## src/rtl/spi_mem_pkg.sv

```systemverilog
// spi_mem_pkg: engine states, SPI memory opcodes, frame length and the 48-bit frame builder
package spi_mem_pkg;
  typedef enum logic [1:0] {IDLE, XFER, CS_HOLD, WAIT_REL} state_t;
  localparam logic [7:0] OP_READ = 8'h03;
  localparam logic [7:0] OP_WRITE = 8'h02;
  localparam int FRAME_BITS = 48;
  function automatic logic [FRAME_BITS-1:0] build_frame(input logic we, input logic flash, input logic [15:0] addr, input logic [15:0] wdata);
    return {we ? OP_WRITE : OP_READ, flash ? {12'h000, addr[11:0]} : {8'h00, addr}, we ? {wdata[7:0], wdata[15:8]} : 16'h0000};
  endfunction
endpackage

```

## src/rtl/spi_mem_shifter.sv

```systemverilog
// spi_mem_shifter: mode-0 SCLK divider + 48-bit MSB-first shifter; start loads frame, done marks the last falling edge, rx holds the last 16 MISO bits
module spi_mem_shifter import spi_mem_pkg::*; #(
  parameter int CLK_DIV = 1
) (
  input  logic                  clk,
  input  logic                  reset,
  input  logic                  start,
  input  logic [FRAME_BITS-1:0] frame,
  input  logic                  miso,
  output logic                  sclk,
  output logic                  mosi,
  output logic                  done,
  output logic [15:0]           rx
);
  localparam int DW = CLK_DIV > 1 ? $clog2(CLK_DIV) : 1;
  logic active_q, active_d, sclk_q, sclk_d, tick;
  logic [DW-1:0] div_q, div_d;
  logic [5:0] bit_q, bit_d;
  logic [FRAME_BITS-1:0] sr_q, sr_d;
  logic [15:0] rx_q, rx_d;
  always_comb begin
    tick = active_q && div_q == DW'(CLK_DIV - 1);
    done = tick && sclk_q && bit_q == 6'(FRAME_BITS - 1);
    active_d = start | (active_q & ~done);
    div_d = (start | tick) ? '0 : active_q ? div_q + 1'b1 : div_q;
    sclk_d = start ? 1'b0 : tick ? ~sclk_q : sclk_q;
    bit_d = start ? '0 : (tick & sclk_q) ? bit_q + 1'b1 : bit_q;
    sr_d = start ? frame : done ? '0 : (tick & sclk_q) ? sr_q << 1 : sr_q;
    rx_d = (tick & ~sclk_q) ? {rx_q[14:0], miso} : rx_q;
  end
  always_ff @(posedge clk) begin
    if (reset) begin
      active_q <= 1'b0;
      sclk_q <= 1'b0;
      div_q <= '0;
      bit_q <= '0;
      sr_q <= '0;
      rx_q <= '0;
    end else begin
      active_q <= active_d;
      sclk_q <= sclk_d;
      div_q <= div_d;
      bit_q <= bit_d;
      sr_q <= sr_d;
      rx_q <= rx_d;
    end
  end
  assign sclk = sclk_q;
  assign mosi = sr_q[FRAME_BITS-1];
  assign rx = rx_q;
endmodule

```

## src/rtl/spi_mem_engine.sv

```systemverilog
// spi_mem_engine: hub word requests (mem_*) -> one mode-0 SPI frame to SRAM/Flash (spi_*), ready pulse + rdata back, busy interlock with the peripheral engine
module spi_mem_engine import spi_mem_pkg::*; #(
  parameter int CLK_DIV = 1,
  parameter int MIN_CS_HIGH = 2
) (
  input  logic        clk,
  input  logic        reset,
  input  logic        mem_req,
  input  logic        mem_we,
  input  logic [15:0] mem_addr,
  input  logic [15:0] mem_wdata,
  input  logic        mem_cs_select,
  output logic [15:0] mem_rdata,
  output logic        mem_ready,
  output logic        mem_busy,
  input  logic        periph_busy,
  output logic        spi_sclk,
  output logic        spi_mosi,
  input  logic        spi_miso,
  output logic        spi_ram_cs_n,
  output logic        spi_flash_cs_n
);
  localparam int CW = $clog2(MIN_CS_HIGH + 1) + 1;
  state_t state_q, state_d;
  logic ram_cs_n_q, ram_cs_n_d, flash_cs_n_q, flash_cs_n_d, ready_q, ready_d, busy_q, busy_d, we_q, we_d;
  logic [15:0] rdata_q, rdata_d, rx;
  logic [CW-1:0] gap_q, gap_d;
  logic [FRAME_BITS-1:0] frame;
  logic grant, drop, start, done;
  spi_mem_shifter #(.CLK_DIV(CLK_DIV)) u_shifter (
    .clk(clk),
    .reset(reset),
    .start(start),
    .frame(frame),
    .miso(spi_miso),
    .sclk(spi_sclk),
    .mosi(spi_mosi),
    .done(done),
    .rx(rx)
  );
  always_comb begin
    grant = state_q == IDLE && mem_req && !periph_busy && gap_q >= CW'(MIN_CS_HIGH);
    drop = mem_we & mem_cs_select;
    start = grant & ~drop;
    frame = build_frame(mem_we, mem_cs_select, mem_addr, mem_wdata);
    gap_d = !(ram_cs_n_q && flash_cs_n_q) ? '0 : gap_q >= CW'(MIN_CS_HIGH) ? gap_q : gap_q + 1'b1;
    state_d = state_q;
    ram_cs_n_d = ram_cs_n_q;
    flash_cs_n_d = flash_cs_n_q;
    ready_d = 1'b0;
    busy_d = busy_q;
    we_d = we_q;
    rdata_d = rdata_q;
    case (state_q)
      IDLE: if (grant) begin
        state_d = drop ? WAIT_REL : XFER;
        ready_d = drop;
        busy_d = ~drop;
        ram_cs_n_d = drop | mem_cs_select;
        flash_cs_n_d = drop | ~mem_cs_select;
        we_d = mem_we;
      end
      XFER: if (done) begin
        state_d = CS_HOLD;
        ram_cs_n_d = 1'b1;
        flash_cs_n_d = 1'b1;
        ready_d = 1'b1;
        busy_d = 1'b0;
        rdata_d = we_q ? rdata_q : {rx[7:0], rx[15:8]};
      end
      CS_HOLD: state_d = WAIT_REL;
      default: if (!mem_req) state_d = IDLE;
    endcase
  end
  always_ff @(posedge clk) begin
    if (reset) begin
      state_q <= IDLE;
      ram_cs_n_q <= 1'b1;
      flash_cs_n_q <= 1'b1;
      ready_q <= 1'b0;
      busy_q <= 1'b0;
      we_q <= 1'b0;
      rdata_q <= '0;
      gap_q <= CW'(MIN_CS_HIGH);
    end else begin
      state_q <= state_d;
      ram_cs_n_q <= ram_cs_n_d;
      flash_cs_n_q <= flash_cs_n_d;
      ready_q <= ready_d;
      busy_q <= busy_d;
      we_q <= we_d;
      rdata_q <= rdata_d;
      gap_q <= gap_d;
    end
  end
  assign mem_busy = busy_q | start;
  assign mem_ready = ready_q;
  assign mem_rdata = rdata_q;
  assign spi_ram_cs_n = ram_cs_n_q;
  assign spi_flash_cs_n = flash_cs_n_q;
endmodule

```

## config.mk

```make
export PLATFORM = sky130hd
export DESIGN_NAME = spi_mem_engine
export DESIGN_NICKNAME = d
export VERILOG_FILES = /design/src/rtl/spi_mem_pkg.sv /design/src/rtl/spi_mem_shifter.sv /design/src/rtl/spi_mem_engine.sv
export SDC_FILE = /design/constraint.sdc
export NUM_CORES = 1
export LEC_CHECK = 0
export BUFFER_PORTS_ARGS = -buffer_cell sky130_fd_sc_hd__buf_4
export CAP_MARGIN = 0
export CORE_AREA = 3 3 87 89
export DETAILED_ROUTE_END_ITERATION = 6
export DIE_AREA = 0 0 90 92
export GPL_TIMING_DRIVEN = 0
export MAX_ROUTING_LAYER = met4
export PLACE_DENSITY = 0.9
export SLEW_MARGIN = 20
export SYNTH_ARGS = -nofsm -noshare
export SYNTH_HDL_FRONTEND = slang
export SYNTH_SLANG_ARGS = --single-unit
```

## constraint.sdc

```tcl
create_clock -name clk -period 3 [get_ports clk]
set_input_delay 0 -clock clk [delete_from_list [all_inputs] [get_ports clk]]
set_output_delay 0 -clock clk [all_outputs]
set_load 0.1 [all_outputs]
```

After elaboration in Yosys (flattened, before gate mapping):

Cells that the tools add are included.

* add/sub/neg operators: 3
* magnitude comparators: 1
* equality and inequality tests: 7
* multiplexer cells: 24
* bitwise gates (word level): 17
* reductions and logical operators: 18

Operators with widths (count)
* 48-bit 2-to-1 mux: 3
* 16-bit 2-to-1 mux: 2
* 2-bit 2-to-1 mux: 6
* 3-bit AND reduction: 3
* 1-bit 2-to-1 mux: 8
* 1-bit one-hot mux with 2 select lines: 4
* 1-bit logical AND: 7
* 1-bit inverter: 7
* 6-bit by 1-bit adder with 6-bit output, second input constant: 1
* 6-bit == test, second input constant: 1
* 2-bit inequality test, second input constant: 3
* 2-bit one-hot mux with 3 select lines: 1
* 2-bit OR reduction: 3
* 1-bit bitwise AND: 5
* 1-bit OR: 5
* 4-bit by 1-bit inequality test with 1-bit output, second input constant: 1
* 3-bit by 1-bit adder with 3-bit output, second input constant: 1
* 3-bit by 2-bit >= comparator with 1-bit output, second input constant: 1
* 3-bit nonzero test: 1
* 2-bit by 1-bit == test with 1-bit output, second input constant: 1
* 2-bit == test, second input constant: 1
* 2-bit zero test: 1
* 2-bit AND reduction: 1
* 2-bit nonzero test: 1
* 2 further kinds: 2

* flip-flop bits (word level): 99
* bits of input ports: 39
* output and inout bits: 22
* logic and storage cells: 85

Depth between registers and ports, before layout:

Gate-level depths: netlist of run 1.

* depth in word-level cells: 7
* mapped depth: 8
* mapped depth without buffers: 6

By module:

From an unflattened synthesis of run 1, not the netlist that was laid out.

* cell total of the unflattened synthesis: 480
* area, all modules: 4667.0 sq um

Modules (own cells, without submodules)
* spi_mem_shifter: times used 1, cells an instance 321, area an instance 3404.5 sq um, sequential area each 1461.4 sq um
* spi_mem_engine: times used 1, cells an instance 159, area an instance 1262.5 sq um, sequential area each 520.5 sq um

Worst setup path after synthesis of run 1:

OpenSTA, ideal clock, no wires.

* path type: register -> output
* start: reg state_q[0]
* end: out mem_busy
* arrival: 2.171 ns
* data required time: 3.000 ns
* slack: 0.829 ns
* stages on the path, launching flop included: 8
* buffers on the path: 2
* cells stage by stage: dfxtp_1 inv_1 ha_1 nand3b_4 or3_1 buf_2 buf_6 nand2b_1

* word-level cells in the longest chain between the ends: 6

Ends and longest elaborated chain
* start, declared: line spi_mem_engine.sv:24 `state_t state_q, state_d;`
* start signal, assigned: line spi_mem_engine.sv:86 `state_q <= state_d;`
* 2-bit zero test: line spi_mem_engine.sv:42 `grant = state_q == IDLE && mem_req && !periph_busy && gap_q >= CW'(MIN_CS_HIGH);`
* 1-bit logical AND (3 in series): line spi_mem_engine.sv:42
* 1-bit bitwise AND: line spi_mem_engine.sv:44 `start = grant & ~drop;`
* 1-bit OR: line spi_mem_engine.sv:96 `assign mem_busy = busy_q | start;`
* end, declared: line spi_mem_engine.sv:15 `output logic mem_busy,`

Every way passes these cells.

Final worst setup path of run 1:

Same ends and word-level chain as after synthesis.

==> out/results.tsv, run 1 <==
metric	value	unit
RSZ-0062 raised after global routing	false	
WP data required	3000	ps
hold path start	periph_busy	
IO buf count	59	
register area share after synthesis	48.7	%
Yosys reg bits	99	
Placed Cells	644	
Synth Area per Inst	8.32	sq um
Post-Route WL	10500	microns
grt ovf	0	
Mapped Cells	489	
r2r setup slk	540	ps
wire length of the first global-routing pass	17300	microns
# resized after CTS	0	
min Tclk post-route	2470	ps
startpoint types	flip-flop	
Area Growth Syn to Fin	28.4	%
crit path max fanout	10	
share of layout cells above drive strength 1	15.5	%
H-tree levels	3	
WP depth	8	
post-route ant nets	0	
reg2reg path depth	7	
Fin. Hold Viols	0	
Post-Place Setup Slack	928	ps
critical register-to-register path startpoint	state_q[0]$_SDFFE_PP0P_	
Sink Count	99	
Worst Clk Skew	14.1	ps
Worst Tran Pin Value	573	ps
Distinct cells, synth	45	
CP bufs+invs	4	
number of synthesized flops with an enable pin	0	
crit path DAT	2470	ps
Leak	1.92	nW
HP Class	primary input to flip-flop	
Max Cap Violations	0	
die area	8280	sq um
Peak VDD IR	0.484	mV
setup violators final	0	
placed wire-length estimate	6290	microns
initial antenna violation count	0	
R2R Path End	u_shifter.sr_q[1]$_SDFFE_PP0P_	
CP delay by family, top	buffers and inverters	
hold_ws	113	ps
crit path capture type	output pin	
Vert. Die Dim	92	microns
worst-skew pair later-pin latency	370	ps
DR DRC count	0	
pins over their slew limit	0	
GPL Wtd Cong	0.870	
root buffer cell	clkbuf_8	
vias in the first global route	3844	
crit-path cells	inv_1 -> ha_1 -> nand3b_4 -> or3_1 -> buf_2 -> buf_6 -> nand2b_1 -> buf_4	
Final Net Count	646	
Pre-antenna DRT Iters	5	
GRT Util Overall	26.4	%
Vias/cell	5.58	
# diodes	0	
Rel. slew slack	61.5	%
Synth Net Count	535	
synthesized cell area	4070	sq um
Hold Path Sink	state_q[1]$_SDFFE_PP0P_	
Max stage delay on crit path	360	ps
largest net degree at the start of global routing	19	
setup TNS	0	ps
Final Instance Count excl. Fillers	701	
WS Path Type	flip-flop to output pin	
clock tree buffer depth	2	
Synth Flop Type	dfxtp_1	
area post-placement	4630	sq um
Period Utilization, post-route	82.5	%
slowest CP cell	or3_1	
Hold Path Stages	3	
clock-pin slew on the worst setup and hold paths	90	ps
TritonCTS Buffers	9	
# IOs	61	
Final WS setup	526	ps
fin area	5230	sq um
Async SR Flop Fraction	0	%
Row Count	30	
status	finished, final reports clean	
Core Region	6830	sq um
drt initial violations	296	
via count	3913	
chip width	90	microns
Max Freq	0.404	GHz
Initial Util	59.6	%
Pwr Density	606	nW/um^2
drt wl/cell	15.0	microns
CTS tree	built	
Synth Warn #	0	
where the power goes:
| part | leakage (nW) | total (mW) | switching (mW) | internal [mW] |
|---|---|---|---|---|
| sequential | 0.803 | 1.52 | 0.0881 | 1.43 |
| combinational | 1.03 | 0.833 | 0.513 | 0.320 |
| clock | 0.0857 | 0.810 | 0.495 | 0.314 |
| total | 1.92 | 3.16 | 1.10 | 2.07 |
final cells by class:
cell class	instances	area [sq um]
clock buffer	9	124
fill	456	1610
buffer	35	165
multi-input combinational	349	1900
sequential	99	1980
inverter	6	22.5
clock inverter	7	58.8
timing repair buffer	100	853
tap	96	120
routing by layer:
metal	GRT usage (%)	vias to the layer above	wire [microns]
met3	5.41	36	616
met4	14.2	0	355
met2	44.6	165	5320
met1	29.5	1791	4220
li1	-	1921	-
met5	-	-	0
layout by cell type, fill, tap and decap left out, drive strengths merged, types with 2 or more instances in the layout:
master / instances
nand2: 121
o21ai: 2
clkbuf: 30
nand3: 2
mux2i: 3
xnor2: 2
and4b: 3
nand3b: 2
ha: 7
dfxtp: 99
dlygate4sd3: 41
clkinvlp: 3
or3: 4
nor3: 19
buf: 73
nand2b: 2
inv: 9
a21oi: 56
o31ai: 2
xor2: 4
nor2: 47
a211oi: 20
nor4b: 2
a221oi: 13
nand4: 4
o211ai: 20
sequential cells by signal, summed over array words and instances, names as in the netlist:
signal and flops:
u_shifter.div_q 1, spi_flash_cs_n 1, gap_q 3, we_q 1
u_shifter.active_q 1, u_shifter.rx 16, spi_ram_cs_n 1, u_shifter.bit_q 6
u_shifter.sclk 1, u_shifter.sr_q 48, state_q 2, mem_rdata 16
mem_ready 1, busy_q 1
cells by family after synthesis:
group / Yosys count / synth area share (%)
and+or+nand+nor: 215 / 23.8
AOI/OAI and AO/OA: 118 / 18.7
DFF: 99 / 48.7
buffers and inverters: 41 / 4.61
adders and majority gates: 7 / 2.15
xor gates and xnor gates: 6 / 1.29
muxes: 3 / 0.738
worst register-to-register path: cells and delay by family, from the launching register on:
family / cells / cell delay (ps)
simple gates: 3 / 770
buf+inv: 2 / 680
flops: 1 / 350
fa+ha+maj: 1 / 340
compound gates: 1 / 240
how the worst max path moves through the flow:
stage,end,from
3_5_place_dp,u_shifter.sr_q[36]$_SDFFE_PP0P_,state_q[0]$_SDFFE_PP0P_
6_report,mem_busy,state_q[0]$_SDFFE_PP0P_
2_1_floorplan,mem_busy,state_q[0]$_SDFFE_PP0P_
3_3_place_gp,mem_busy,state_q[0]$_SDFFE_PP0P_
4_1_cts,mem_busy,state_q[0]$_SDFFE_PP0P_
5_1_grt,u_shifter.sr_q[6]$_SDFFE_PP0P_,state_q[0]$_SDFFE_PP0P_
stage by stage:
step	total power [mW]	util, %
final	3.16	76.5
after global routing	3.31	76.5
after floorplan	2.11	-
after detailed placement	2.30	67.8
after CTS	3.13	76.5
after global placement	2.27	67.8
repair_timing:
item                      4_1_cts  5_1_grt
hold endpoints to repair       37        0
hold buffers                   41        0
setup buffers                   0        0
cells in the mapped netlist (2+ instances only):
master / instances / area (sq um)
nand2_1: 121 / 454
dfxtp_1: 99 / 1980
a21oi_1: 56 / 280
nor2_1: 47 / 176
clkbuf_1: 21 / 78.8
a211oi_1: 20 / 150
o211ai_1: 20 / 150
nor3_1: 17 / 85.1
a221oi_1: 13 / 114
buf_2: 9 / 45.0
ha_1: 7 / 87.6
inv_1: 6 / 22.5
nand4_1: 4 / 25.0
or3_1: 4 / 25.0
xor2_1: 4 / 35.0
and4b_1: 3 / 30.0
mux2i_1: 3 / 30.0
buf_4: 2 / 15.0
buf_6: 2 / 22.5
nand2b_1: 2 / 12.5
nor3_2: 2 / 20.0
o21ai_0: 2 / 10.0
o31ai_1: 2 / 15.0
xnor2_1: 2 / 17.5
Note: power is estimated with default switching activity, not from simulation.
==> inputs of run 2 (changes only) <==
Settings changed: CORE_AREA 3 3 87 89 to 3 3 90 92, DIE_AREA 0 0 90 92 to 0 0 93 95, PLACE_DENSITY 0.9 to 0.86.
Clock period 3 ns to 2.55 ns, I/O delays scaled along.
==> run 2 against run 1 <==
First-iteration DRC count is 35% lower; critical endpoint is now u_shifter.sr_q[3]$_SDFFE_PP0P_; register-to-register slack got worse by 380 ps; largest cell class unchanged; critical path type is now flip-flop to flip-flop; global-route usage fell by 2.2 points.
==> out/results.tsv, run 2 (synthesis results as in run 1) <==
metric	value	unit	change
hold_ws	93.2	ps	was 113 ps
Row Count	31		was 30
crit-path cells	inv_1 -> ha_2 -> nand3b_4 -> nor4b_4 -> buf_4 -> nand2_1 -> dlygate4sd3_1 -> a211oi_1		was inv_1 -> ha_1 -> nand3b_4 -> or3_1 -> buf_2 -> buf_6 -> nand2b_1 -> buf_4
RSZ-0062 raised after global routing	false		unchanged
via count	3851		was 3,913
Initial Util	55.8	%	was 59.6%
Worst Clk Skew	10.5	ps	was 14.1 ps
slowest CP cell	dlygate4sd3_1		was or3_1
Worst Tran Pin Value	623	ps	was 573 ps
HP Class	primary input to flip-flop		unchanged
post-route ant nets	0		unchanged
Most flops, register	u_shifter.sr_q		unchanged
CTS tree	built		unchanged
Pre-antenna DRT Iters	5		unchanged
die area	8840	sq um	was 8280 sq um
drt wl/cell	13.9	microns	was 15.0 microns
Peak VDD IR	0.417	mV	was 0.484 mV
crit path DAT	2670	ps	was 2470 ps
initial antenna violation count	0		unchanged
commonest non-fill, non-tap cells in the layout	121 x nand2_1, 99 x dfxtp_1, 64 x buf_4		was 121 x nand2_1, 99 x dfxtp_1, 61 x buf_4
Final Net Count	649		was 646
Vias/cell	5.45		was 5.58
root buffer cell	clkbuf_8		unchanged
startpoint types	flip-flop		unchanged
status	finished, final reports clean		unchanged
Fin. Hold Viols	0		unchanged
Vert. Die Dim	95	microns	was 92 microns
Pwr Density	725	nW/um^2	was 606 nW/um^2
grt ovf	0		unchanged
placed wire-length estimate	6420	microns	was 6290 microns
WS Path Type	flip-flop to flip-flop		was flip-flop to output pin
TritonCTS Buffers	9		unchanged
chip width	93	microns	was 90 microns
Post-Route WL	9820	microns	was 10,500 microns
crit path capture type	flip-flop		was output pin
vias in the first global route	3627		was 3,844
IO buf count	59		unchanged
Area Growth Syn to Fin	30.0	%	was 28.4%
crit path max fanout	8		was 10
Max stage delay on crit path	550	ps	was 360 ps
Leak	1.96	nW	was 1.92 nW
pins over their slew limit	0		unchanged
CP bufs+invs	3		was 4
Period Utilization, post-route	93.8	%	
Rel. slew slack	58.1	%	was 61.5%
# diodes	0		unchanged
GPL Wtd Cong	0.837		was 0.870
worst-skew pair later-pin latency	360	ps	was 370 ps
Sink Count	99		unchanged
# IOs	61		unchanged
DR DRC count	0		unchanged
Core Region	7290	sq um	was 6830 sq um
filler cell count	533		was 456
wire length of the first global-routing pass	16500	microns	was 17,300 microns
most common cell after layout, fill and taps aside	nand2_1		unchanged
share of layout cells above drive strength 1	16.0	%	was 15.5%
GRT Util Overall	24.2	%	was 26.4%
WP data required	2830	ps	was 3000 ps
Max Cap Violations	0		unchanged
setup violators final	0		unchanged
clock tree buffer depth	2		unchanged
Max Freq	0.418	GHz	
H-tree levels	3		unchanged
max reg flops	48		unchanged
min Tclk post-route	2390	ps	
clock-pin slew on the worst setup and hold paths	100	ps	was 90 ps
CP delay by family, top	buffers and inverters		unchanged
largest net degree at the start of global routing	17		was 19
setup TNS	0	ps	unchanged
drt initial violations	191		was 296
run 2: changes by cell type in the layout (fill, tap and decap cells not counted), sizes merged:
cell      change
clkinv        +2
clkinvlp      -2
clkbuf        +1
buf           +3
bufinv        +2
inv           -3
run 2: layout make-up:
type / instances / area, sq um / area share (%)
Buffer: 35 / 165 / 3.12
Clock buffer: 10 / 128 / 2.41
Clock inverter: 6 / 90.1 / 1.70
Inverter: 6 / 22.5 / 0.426
Multi-Input combinational cell: 349 / 1900 / 36.0
Sequential cell: 99 / 1980 / 37.5
Tap cell: 99 / 124 / 2.34
Timing Repair Buffer: 103 / 876 / 16.6
run 2: stage by stage:
step | setup slack (ps) | cell area, sq um | power, mW | cells | util (%)
5_1_grt | 41.4 | 5290 | 4.04 | 707 | 72.5
2_1_floorplan | 379 | 4070 | 2.48 | 489 | -
4_1_cts | 94.5 | 5260 | 3.82 | 704 | 72.2
3_3_place_gp | 554 | 4640 | 2.67 | 647 | 63.6
3_5_place_dp | 484 | 4640 | 2.71 | 647 | 63.6
6_report | 158 | 5290 | 3.84 | 707 | 72.5
run 2: final timing paths:
path	startpoint	end	slack, ps	cells after the start
min reg2reg	mem_rdata[0]$_SDFFE_PP0P_	mem_rdata[0]$_SDFFE_PP0P_	450	2
min	periph_busy	state_q[1]$_SDFFE_PP0P_	90	3
max reg2reg	state_q[0]$_SDFFE_PP0P_	u_shifter.sr_q[3]$_SDFFE_PP0P_	160	8
max	state_q[0]$_SDFFE_PP0P_	u_shifter.sr_q[3]$_SDFFE_PP0P_	160	8
run 2: report_power, final:
part,switching (mW),total [mW],internal (mW)
registers,0.0958,1.78,1.69
logic,0.586,0.969,0.383
clock network,0.529,1.08,0.555
total,1.21,3.84,2.62
run 2: repair_timing:
item	4_1_cts	5_1_grt
setup endpoints to repair	0	7
gates resized for setup	0	1
buffers inserted	0	3
endpoints found under the hold margin	37	0
hold buffers	41	0
run 2: worst register-to-register path: cells and delay by family (launching register included):
kind                     cells  cell delay, ps
AO/OA/AOI/OAI                1             210
buffers and inverters        3             840
adder cells (fa/ha/maj)      1             270
flip-flops                   1             350
AND/OR/NAND/NOR              3             630
run 2: metal layers:
metal / routed length [microns] / vias up / track usage [%]
li1: - / 1923 / -
met1: 4140 / 1790 / 28.3
met2: 5000 / 124 / 41.7
met3: 562 / 14 / 5.66
met4: 116 / 0 / 6.84
met5: 0 / - / -
